[src/rtl/cordic_vec_rot_serial_if.sv]
// Request/result bundle for the serial CORDIC engine: ready/valid on both sides,
// user tag and mode travel with the vector.
interface cordic_vec_rot_serial_if #(
  parameter int XY_WDT  = 18,
  parameter int TAG_WDT = 2
);
  logic                      in_valid;
  logic                      in_ready;
  logic                      mode;
  logic [TAG_WDT-1:0]        tag;
  logic signed [XY_WDT-1:0]  xin;
  logic signed [XY_WDT-1:0]  yin;
  logic signed [XY_WDT+1:0]  zin;
  logic                      out_valid;
  logic                      out_ready;
  logic                      out_mode;
  logic [TAG_WDT-1:0]        out_tag;
  logic signed [XY_WDT:0]    xout;
  logic signed [XY_WDT:0]    yout;
  logic signed [XY_WDT+1:0]  zout;

  modport master (
    output in_valid, mode, tag, xin, yin, zin, out_ready,
    input  in_ready, out_valid, out_mode, out_tag, xout, yout, zout
  );

  modport slave (
    input  in_valid, mode, tag, xin, yin, zin, out_ready,
    output in_ready, out_valid, out_mode, out_tag, xout, yout, zout
  );
endinterface

[src/rtl/cordic_vec_rot_serial.sv]
// Serial CORDIC, vectoring or rotation per request; result valid N+3 cycles after accept.
// One job in flight: in_ready only in IDLE, result held in DONE until out_ready (with en).
module cordic_vec_rot_serial #(
  parameter int N       = 13,
  parameter int XY_WDT  = 18,
  parameter int TAG_WDT = 2
) (
  input logic                    clk,
  input logic                    reset,
  input logic                    en,
  cordic_vec_rot_serial_if.slave bus
);
  localparam int W  = XY_WDT + 2;
  localparam int OW = XY_WDT + 1;
  localparam int CW = $clog2(N);

  localparam logic signed [W-1:0] PI          = {2'b01, {XY_WDT{1'b0}}};
  localparam logic signed [W-1:0] NEG_PI      = {2'b11, {XY_WDT{1'b0}}};
  localparam logic signed [W-1:0] HALF_PI     = {3'b001, {(XY_WDT-1){1'b0}}};
  localparam logic signed [W-1:0] NEG_HALF_PI = {3'b111, {(XY_WDT-1){1'b0}}};

  localparam logic signed [2*W-1:0] SAT_HI = {{(2*W-OW+1){1'b0}}, {(OW-1){1'b1}}};
  localparam logic signed [2*W-1:0] SAT_LO = {{(2*W-OW+1){1'b1}}, {(OW-1){1'b0}}};

  function automatic logic signed [W-1:0] atan_q(input int i);
    real r;
    r = $atan(2.0 ** (-i)) / 3.14159265358979323846 * (2.0 ** XY_WDT);
    return W'($rtoi(r + 0.5));
  endfunction

  function automatic logic signed [2*W-1:0] kq_calc();
    real k;
    k = 1.0;
    for (int i = 0; i < N; i++) k = k / $sqrt(1.0 + 2.0 ** (-2 * i));
    return (2*W)'($rtoi(k * (2.0 ** XY_WDT) + 0.5));
  endfunction

  localparam logic signed [2*W-1:0] KQ = kq_calc();

  // Floor-shifted gain product clipped into the output width.
  function automatic logic signed [OW-1:0] sat(input logic signed [2*W-1:0] p);
    logic signed [2*W-1:0] s;
    s = p >>> XY_WDT;
    if (s > SAT_HI)      return {1'b0, {(OW-1){1'b1}}};
    else if (s < SAT_LO) return {1'b1, {(OW-1){1'b0}}};
    else                 return s[OW-1:0];
  endfunction

  logic signed [W-1:0] atan_tbl [N];
  for (genvar g = 0; g < N; g++) begin : g_atan
    localparam logic signed [W-1:0] A = atan_q(g);
    assign atan_tbl[g] = A;
  end

  typedef enum logic [2:0] {IDLE, PRE, ITER, COMP, DONE} state_t;

  state_t               state;
  logic signed [W-1:0]  x, y, z;
  logic                 mode_r;
  logic [TAG_WDT-1:0]   tag_r;
  logic [CW-1:0]        iter;

  logic signed [W-1:0]   xs, ys, atan_cur;
  logic                  ccw;
  logic signed [2*W-1:0] xp, yp;

  assign xs       = x >>> iter;
  assign ys       = y >>> iter;
  assign atan_cur = atan_tbl[iter];
  // Counter-clockwise step: vectoring chases y toward 0, rotation chases z toward 0.
  assign ccw      = mode_r ? ~z[W-1] : y[W-1];
  assign xp       = $signed({{W{x[W-1]}}, x}) * KQ;
  assign yp       = $signed({{W{y[W-1]}}, y}) * KQ;

  assign bus.in_ready = en && (state == IDLE);

  always_ff @(posedge clk) begin
    if (reset) begin
      state         <= IDLE;
      x             <= '0;
      y             <= '0;
      z             <= '0;
      mode_r        <= 1'b0;
      tag_r         <= '0;
      iter          <= '0;
      bus.out_valid <= 1'b0;
      bus.out_mode  <= 1'b0;
      bus.out_tag   <= '0;
      bus.xout      <= '0;
      bus.yout      <= '0;
      bus.zout      <= '0;
    end else if (en) begin
      case (state)
        IDLE: begin
          if (bus.in_valid) begin
            x      <= {{2{bus.xin[XY_WDT-1]}}, bus.xin};
            y      <= {{2{bus.yin[XY_WDT-1]}}, bus.yin};
            z      <= bus.mode ? bus.zin : '0;
            mode_r <= bus.mode;
            tag_r  <= bus.tag;
            iter   <= '0;
            state  <= PRE;
          end
        end
        PRE: begin
          // Fold into the right half-plane so the iterations converge.
          if (!mode_r) begin
            if (x[W-1]) begin
              x <= -x;
              y <= -y;
              z <= y[W-1] ? NEG_PI : PI;
            end else begin
              z <= '0;
            end
          end else if (z > HALF_PI) begin
            z <= z - PI;
            x <= -x;
            y <= -y;
          end else if (z < NEG_HALF_PI) begin
            z <= z + PI;
            x <= -x;
            y <= -y;
          end
          state <= ITER;
        end
        ITER: begin
          if (ccw) begin
            x <= x - ys;
            y <= y + xs;
            z <= z - atan_cur;
          end else begin
            x <= x + ys;
            y <= y - xs;
            z <= z + atan_cur;
          end
          if (iter == CW'(N - 1)) begin
            iter  <= '0;
            state <= COMP;
          end else begin
            iter <= iter + 1'b1;
          end
        end
        COMP: begin
          bus.xout      <= sat(xp);
          bus.yout      <= mode_r ? sat(yp) : '0;
          bus.zout      <= z;
          bus.out_mode  <= mode_r;
          bus.out_tag   <= tag_r;
          bus.out_valid <= 1'b1;
          state         <= DONE;
        end
        DONE: begin
          if (bus.out_ready) begin
            bus.out_valid <= 1'b0;
            state         <= IDLE;
          end
        end
        default: state <= IDLE;
      endcase
    end
  end
endmodule

[src/flat_wrapper.sv]
// flat-port wrapper written by rule: the top's interface ports become plain ports
module cordic_vec_rot_serial_flat 
#(
  parameter int N       = 13,
  parameter int XY_WDT  = 18,
  parameter int TAG_WDT = 2
)
  (clk, reset, en, bus_in_valid, bus_mode, bus_tag, bus_xin, bus_yin, bus_zin, bus_out_ready, bus_in_ready, bus_out_valid, bus_out_mode, bus_out_tag, bus_xout, bus_yout, bus_zout);
  cordic_vec_rot_serial_if #(.XY_WDT(XY_WDT), .TAG_WDT(TAG_WDT)) bus_i ();
  input logic clk;
  input logic reset;
  input logic en;
  input wire logic [$bits(bus_i.in_valid)-1:0] bus_in_valid;
  input wire logic [$bits(bus_i.mode)-1:0] bus_mode;
  input wire logic [$bits(bus_i.tag)-1:0] bus_tag;
  input wire logic [$bits(bus_i.xin)-1:0] bus_xin;
  input wire logic [$bits(bus_i.yin)-1:0] bus_yin;
  input wire logic [$bits(bus_i.zin)-1:0] bus_zin;
  input wire logic [$bits(bus_i.out_ready)-1:0] bus_out_ready;
  output wire logic [$bits(bus_i.in_ready)-1:0] bus_in_ready;
  output wire logic [$bits(bus_i.out_valid)-1:0] bus_out_valid;
  output wire logic [$bits(bus_i.out_mode)-1:0] bus_out_mode;
  output wire logic [$bits(bus_i.out_tag)-1:0] bus_out_tag;
  output wire logic [$bits(bus_i.xout)-1:0] bus_xout;
  output wire logic [$bits(bus_i.yout)-1:0] bus_yout;
  output wire logic [$bits(bus_i.zout)-1:0] bus_zout;
  assign bus_i.in_valid = bus_in_valid;
  assign bus_i.mode = bus_mode;
  assign bus_i.tag = bus_tag;
  assign bus_i.xin = bus_xin;
  assign bus_i.yin = bus_yin;
  assign bus_i.zin = bus_zin;
  assign bus_i.out_ready = bus_out_ready;
  assign bus_in_ready = bus_i.in_ready;
  assign bus_out_valid = bus_i.out_valid;
  assign bus_out_mode = bus_i.out_mode;
  assign bus_out_tag = bus_i.out_tag;
  assign bus_xout = bus_i.xout;
  assign bus_yout = bus_i.yout;
  assign bus_zout = bus_i.zout;
  cordic_vec_rot_serial #(.N(N), .XY_WDT(XY_WDT), .TAG_WDT(TAG_WDT)) u_core (.clk(clk), .reset(reset), .en(en), .bus(bus_i));
endmodule
[config.mk]
export PLATFORM = sky130hd
export DESIGN_NAME = cordic_vec_rot_serial_flat
export DESIGN_NICKNAME = d
export VERILOG_FILES = /design/src/rtl/cordic_vec_rot_serial_if.sv /design/src/rtl/cordic_vec_rot_serial.sv /design/src/flat_wrapper.sv
export SDC_FILE = /design/constraint.sdc
export NUM_CORES = 2
export LEC_CHECK = 0
export BUFFER_PORTS_ARGS = -buffer_cell sky130_fd_sc_hd__clkbuf_2
export CORE_MARGIN = 10
export CORE_UTILIZATION = 50
export DETAILED_ROUTE_END_ITERATION = 7
export GPL_TIMING_DRIVEN = 0
export HOLD_SLACK_MARGIN = 0.03
export PLACE_DENSITY = 0.67
export SETUP_SLACK_MARGIN = 0.02
export SKIP_CTS_REPAIR_TIMING = 1
export SLEW_MARGIN = 10
export SYNTH_ARGS = -nofsm -noshare
export SYNTH_HDL_FRONTEND = slang
export SYNTH_SLANG_ARGS = --single-unit
[constraint.sdc]
create_clock -name clk -period 11.75 [get_ports clk]
set_input_delay 2.35 -clock clk [delete_from_list [all_inputs] [get_ports clk]]
set_output_delay 2.35 -clock clk [all_outputs]
set_load 0.02 [all_outputs]
# [Word level (Yosys, flattened, before mapping)]
# Memory sizes are Yosys's and may differ from the RTL's.
# Cells that the tools add are included.
# W data, S select, Z words.
[totals] register_bits=132 latch_bits=0 mem_bits_rw=0 mem_bits_ro=320 in_bits=64 output_inout_bits=63 elab_cells=101 mem_count=1
[op_classes] addsub=11 n_mul=2 div_mod_pow=0 magnitude_cmp=7 eq_ne=10 n_shift=2 mux=40 bitwise=2 reduce_logical=12
[mem_list] name="(name not given)" depth=16 width=20 read_ports=1 rd_clocked_by_memory_dff=0 write_ports=0 line_no="cordic_vec_rot_serial.sv:69" source="assign atan_cur = atan_tbl[iter];"
[ops] op="$mux W20" count=22
[ops] op="$pmux W20 S3" count=3
[ops] op="$mux W19" count=5
[ops] op="$mul A20 B17 Y37 const B" count=2
[ops] op="$add A20 B20 Y20" count=3
[ops] op="$sub A20 B20 Y20" count=3
[ops] op="$gt A21 B19 Y1 const B" count=2
[ops] op="$lt A21 B19 Y1 const B" count=2
[ops] op="$neg A20 Y20" count=2
[ops] op="$sshr A20 B4 Y20" count=2
[ops] op="$add A20 B20 Y20 const B" count=1
[ops] op="$gt A20 B19 Y1 const B" count=1
[ops] op="$lt A20 B18 Y1 const B" count=1
[ops] op="$sub A20 B20 Y20 const B" count=1
[ops] op="$pmux W3 S5" count=1
[ops] op="$mux W3" count=3
[ops] op="$reduce_and A3 Y1" count=3
[ops] op="$mux W4" count=2
[ops] op="$pmux W4 S2" count=1
[ops] op="$reduce_and A4 Y1" count=2
[ops] op="$eq A3 B2 Y1 const B" count=2
[ops] op="$ge A5 B5 Y1 const B" count=1
[ops] op="$not A4 Y5" count=1
[ops] op="$reduce_and A5 Y1" count=1
[ops] op="16 further kinds" count=19

# [Logic depth before layout (Yosys ltp)]
[logic_depth] ltp_word=7 depth_mapped=26 depth_no_buf=25

# [Least setup slack after synthesis]
# Ideal clock, no wire load.
[synth_path] path_type="reg2reg" start="register u_core.x[14]" end="register u_core.bus.xout[10]" setup_ns=0.086 t_arrival_ns=6.700 required_time_ns=11.664 setup_slack_ns=4.965 stages_incl_launch_ff=27 path_buffers=3 synth_period_minus_slack_ns=6.785 path_cell_list="dfxtp_1 clkbuf_1 inv_1 ha_1 inv_1 fa_1 fa_1 inv_1 fa_1 fa_1 inv_1 fa_1 inv_1 ha_1 a21o_1 a21o_1 a21o_1 and2_4 o41ai_2 a21oi_1 o41ai_1 xnor2_1 nor2_1 o311a_1 buf_4 buf_2 a211oi_1"
[synth_between] elab_chain_len=4 elab_cells_between_ends=5 cone_classes="mul: 1; order compare: 2; mux: 2"
[synth_rtl] element="start: declaration" line_no="cordic_vec_rot_serial.sv:58" source="logic signed [W-1:0] x, y, z;"
[synth_rtl] element="start signal: assignment" line_no="cordic_vec_rot_serial.sv:96" source="x <= {{2{bus.xin[XY_WDT-1]}}, bus.xin};"
[synth_rtl] element="start signal: assignment" line_no="cordic_vec_rot_serial.sv:109" source="x <= -x;"
[synth_rtl] element="start signal: assignment" line_no="cordic_vec_rot_serial.sv:117" source="x <= -x;"
[synth_rtl] element="$mul A20 B17 Y37 (*)" line_no="cordic_vec_rot_serial.sv:72" source="assign xp = $signed({{W{x[W-1]}}, x}) * KQ;"
[synth_rtl] element="$lt A21 B19 Y1" line_no="cordic_vec_rot_serial.sv:45" source="else if (s < SAT_LO) return {1'b1, {(OW-1){1'b0}}};"
[synth_rtl] element="$mux W19" line_no="cordic_vec_rot_serial.sv:45"
[synth_rtl] element="$mux W19 (*)" line_no="cordic_vec_rot_serial.sv:44" source="if (s > SAT_HI) return {1'b0, {(OW-1){1'b1}}};"
[synth_rtl] element="end signal: assignment" line_no="cordic_vec_rot_serial.sv:144" source="bus.xout <= sat(xp);"
[synth_rtl] element="end: declaration" line_no="cordic_vec_rot_serial_if.sv:29" source="output in_ready, out_valid, out_mode, out_tag, xout, yout, zout"
# Every way passes the cells marked *; elsewhere a longest branch is shown, timed or not.
# A chain may end at the register's enable or synchronous reset.

# [Worst setup path after layout]
[layout_path] start="register u_core.x[10]" end="register u_core.bus.xout[14]"
# Same word-level chain as after synthesis.

==> summary.txt <==
Yosys
  – Syn Nets: 3,694
  – Post-synth ARST share: 0%
  – Post-synthesis sequential area ratio: between 10 and 15%
  – YS warnings: 0
  – Top cells by count, synth: inv_1 (552), ha_1 (413), fa_1 (295), nand2_1 (201), nor2_1 (191)
  – Yosys cell types: 93
  – Top post-synthesis cells by area: fa_1 (23%), ha_1 (20%), dfxtp_1 (10%)
  – Cell accounting for the most synthesized area: fa_1
  – Number of synthesized flops with an enable pin: 0
  – Syn_area_per_cell: 8.81 um2
  – Top cell type's share of synthesized area: 22.9%
  – Gate Count Post-Synth: 2,922
  – Yosys reg bits: 132
  – Count leader, synth: inv_1
  – Syn Std Cell Area: 25,700 um2
  – Ys flop type: dfxtp_1

Critical path
  – CP Max Fanout: 14
  – RR Startpoint: u_core.x[10]$_SDFFE_PP0P_
  – Worst Setup SP: u_core.x[10]$_SDFFE_PP0P_
  – Worst path arrival time: 8370 ps
  – Flop-to-flop setup slack: 3760 ps
  – Crit start category: flop
  – Worst Setup End Kind: flop
  – Worst Path Required: 12,130 ps
  – Critical path class: flop to flop

Layout
  – Util after Layout: between 50% and 60%
  – Fillers: 4,768
  – Layout Cells excl Fill: 3,760
  – Share of layout cells above drive strength 1: 8.51%
  – P&R area growth vs syn: 8.15%
  – Nets: 3,839
  – Ant. Diodes: 0
  – Final Cell Area: around 28,000 um2

Timing
  – RSZ-0062 raised after global routing: no
  – Period utilization: 68.0%
  – Worst rel slew slack: 14.7%
  – Post-layout min period: 7990 ps
  – Max-slew violations: 0
  – Worst Tran Pin Value: about 1300 ps
  – Max Fclk: between 100 and 150 MHz
  – Count of final setup violators: 0
  – Setup TNS: 0 ps
  – Fin. Hold Viols: 0
  – Max Clock Skew: 12.5 ps

Power and ir drop
  – Power share of the clock group: 9.0%
  – Total net switching power: about 3400 uW
  – Sequential power share: 8.9%
  – Internal cell power: between 3000 and 4000 uW
  – Sw Share: 52.8%
  – Comb power frac: ~82%
  – VDD IR-drop max: approximately 440 uV
  – Total chip power: 6450 uW
  – Leak: 0.0137 uW
  – Pwr/cell area: 232 nW/um2

Floorplan
  – Die area: 61,000 um2
  – Die width: 247 um
  – CORE AREA: 51,200 um2
  – I/O pin cnt: between 100 and 150
  – Starting Density: 50.3%
  – Chip Height: 247 um
  – Row Count: 83

Clocking
  – Worst skew pair latency: 470 ps
  – Clock transition at path regs: 70 ps
  – CTS tree: built
  – CTS Sinks: between 100 and 150
  – Num CTS Buffers: 17
  – H-tree levels: 4
  – CTS max path bufs: 2
  – CTS root buf: clkbuf_16

Route
  – Final WL: ~80,000 um
  – 1st-pass router iterations: 5
  – Via/cell ratio: 5.76
  – WL/cell: between 20 and 25 um
  – DR DRC count: 0
  – DR vias: 21,700
  – Detail Route Antenna Nets: 0
  – Initial drt markers: 1,340

Placement
  – Hpwl dp: 64,600 um
  – Placed cells: about 3,700
  – RePlAce Congestion: 1.03
  – Placed instance area: 27,200 um2
  – Port Buf Inserts: ~130

Status
  – Status: complete, no violations

Job
  – Max cap viols: 0

Worst hold path
  – Worst hold path class: flop to flop
  – Hold Crit Start: u_core.bus.yout[0]$_SDFFE_PP0P_

Global route
  – Global route overflow: 0
  – Initial antenna violation count: 0
  – Largest net degree at the start of global routing: 29
  – First-pass GRT wire length: 126,000 um
  – GRT Total Usage: 26.5%
  – Vias in the first global route: 23,000
## logic make-up after synthesis
group           after synthesis  synth area share (%)
fa+ha+maj                   709                  43.1
mux                          82                  5.59
compound gates              535                  13.8
simple gates                623                  11.1
buf+inv                     657                  9.95
xor+xnor                    184                  6.26
flops                       132                  10.3
## layout make-up
type	count	area, um2	area share, %
Sequential cell	132	2640	9.50
Tap cell	680	851	3.06
Buffer	101	475	1.71
Timing Repair Buffer	126	631	2.27
Clock buffer	18	439	1.58
Multi-Input combinational cell	2133	20500	73.8
Inverter	556	2090	7.50
Clock inverter	14	168	0.602
## sequential cells by signal (all words and copies together), names as in the netlist, 3 cells and up
signal,flops
u_core.iter,4
u_core.bus.xout,19
u_core.y,20
u_core.bus.yout,19
u_core.state,3
u_core.bus.zout,20
u_core.z,20
u_core.x,20
## final timing paths
check / to / cells past startpoint
setup / recovery: u_core.bus.xout[14]$_SDFFE_PP0P_ / 25
hold / removal: u_core.bus.yout[0]$_SDFFE_PP0P_ / 2
setup reg to reg: u_core.bus.xout[14]$_SDFFE_PP0P_ / 25
hold reg to reg: u_core.bus.yout[0]$_SDFFE_PP0P_ / 2
## placed cells by master (no fill, tap or decap), drive strengths merged, types with 33 or more instances in the layout
cell,n
inv,559
nand3,52
a221oi,43
xor2,61
a21o,33
nand2,201
a21oi,168
clkbuf,209
nor3,62
dfxtp,132
ha,413
xnor2,123
nor2,192
a211oi,47
mux4,45
o21ai,86
fa,295
buf,36
## critical path, stage by stage, from the launching register on
cell and delay (ps):
dfxtp_1 810, inv_1 280, ha_1 450, inv_1 90
fa_1 520, fa_1 530, inv_1 50, fa_1 460
fa_1 540, inv_1 50, fa_1 530, inv_1 40
ha_1 330, a21o_1 190, a21o_1 180, a21oi_1 300
nor2_1 170, o41ai_2 490, a21oi_1 220, o41ai_1 410
xnor2_1 220, nor2_1 90, o311a_1 380, buf_4 180
buf_2 180, a211oi_1 220
## per-layer routing
layer	vias up	wire, um	global-route usage (%)
li1	10100	-	-
met1	10700	32800	32.2
met2	699	39000	45.7
met3	157	4150	3.90
met4	0	3550	12.1
met5	-	0	0
## metrics by stage
stage	hold WS, ps	setup slack, ps
after CTS	440	3770
after global routing	471	3350
after global placement	426	3930
after detailed placement	431	3810
after floorplan	432	4960
final	440	3760
## power groups by stage
stage          clock, uW  sequential [uW]  combinational (uW)
2_1_floorplan          0              531                4140
3_3_place_gp           0              577                5160
3_5_place_dp           0              579                5260
4_1_cts              587              569                5330
5_1_grt              611              575                6060
6_report             582              572                5290
Power figures use the tool's default switching activity.
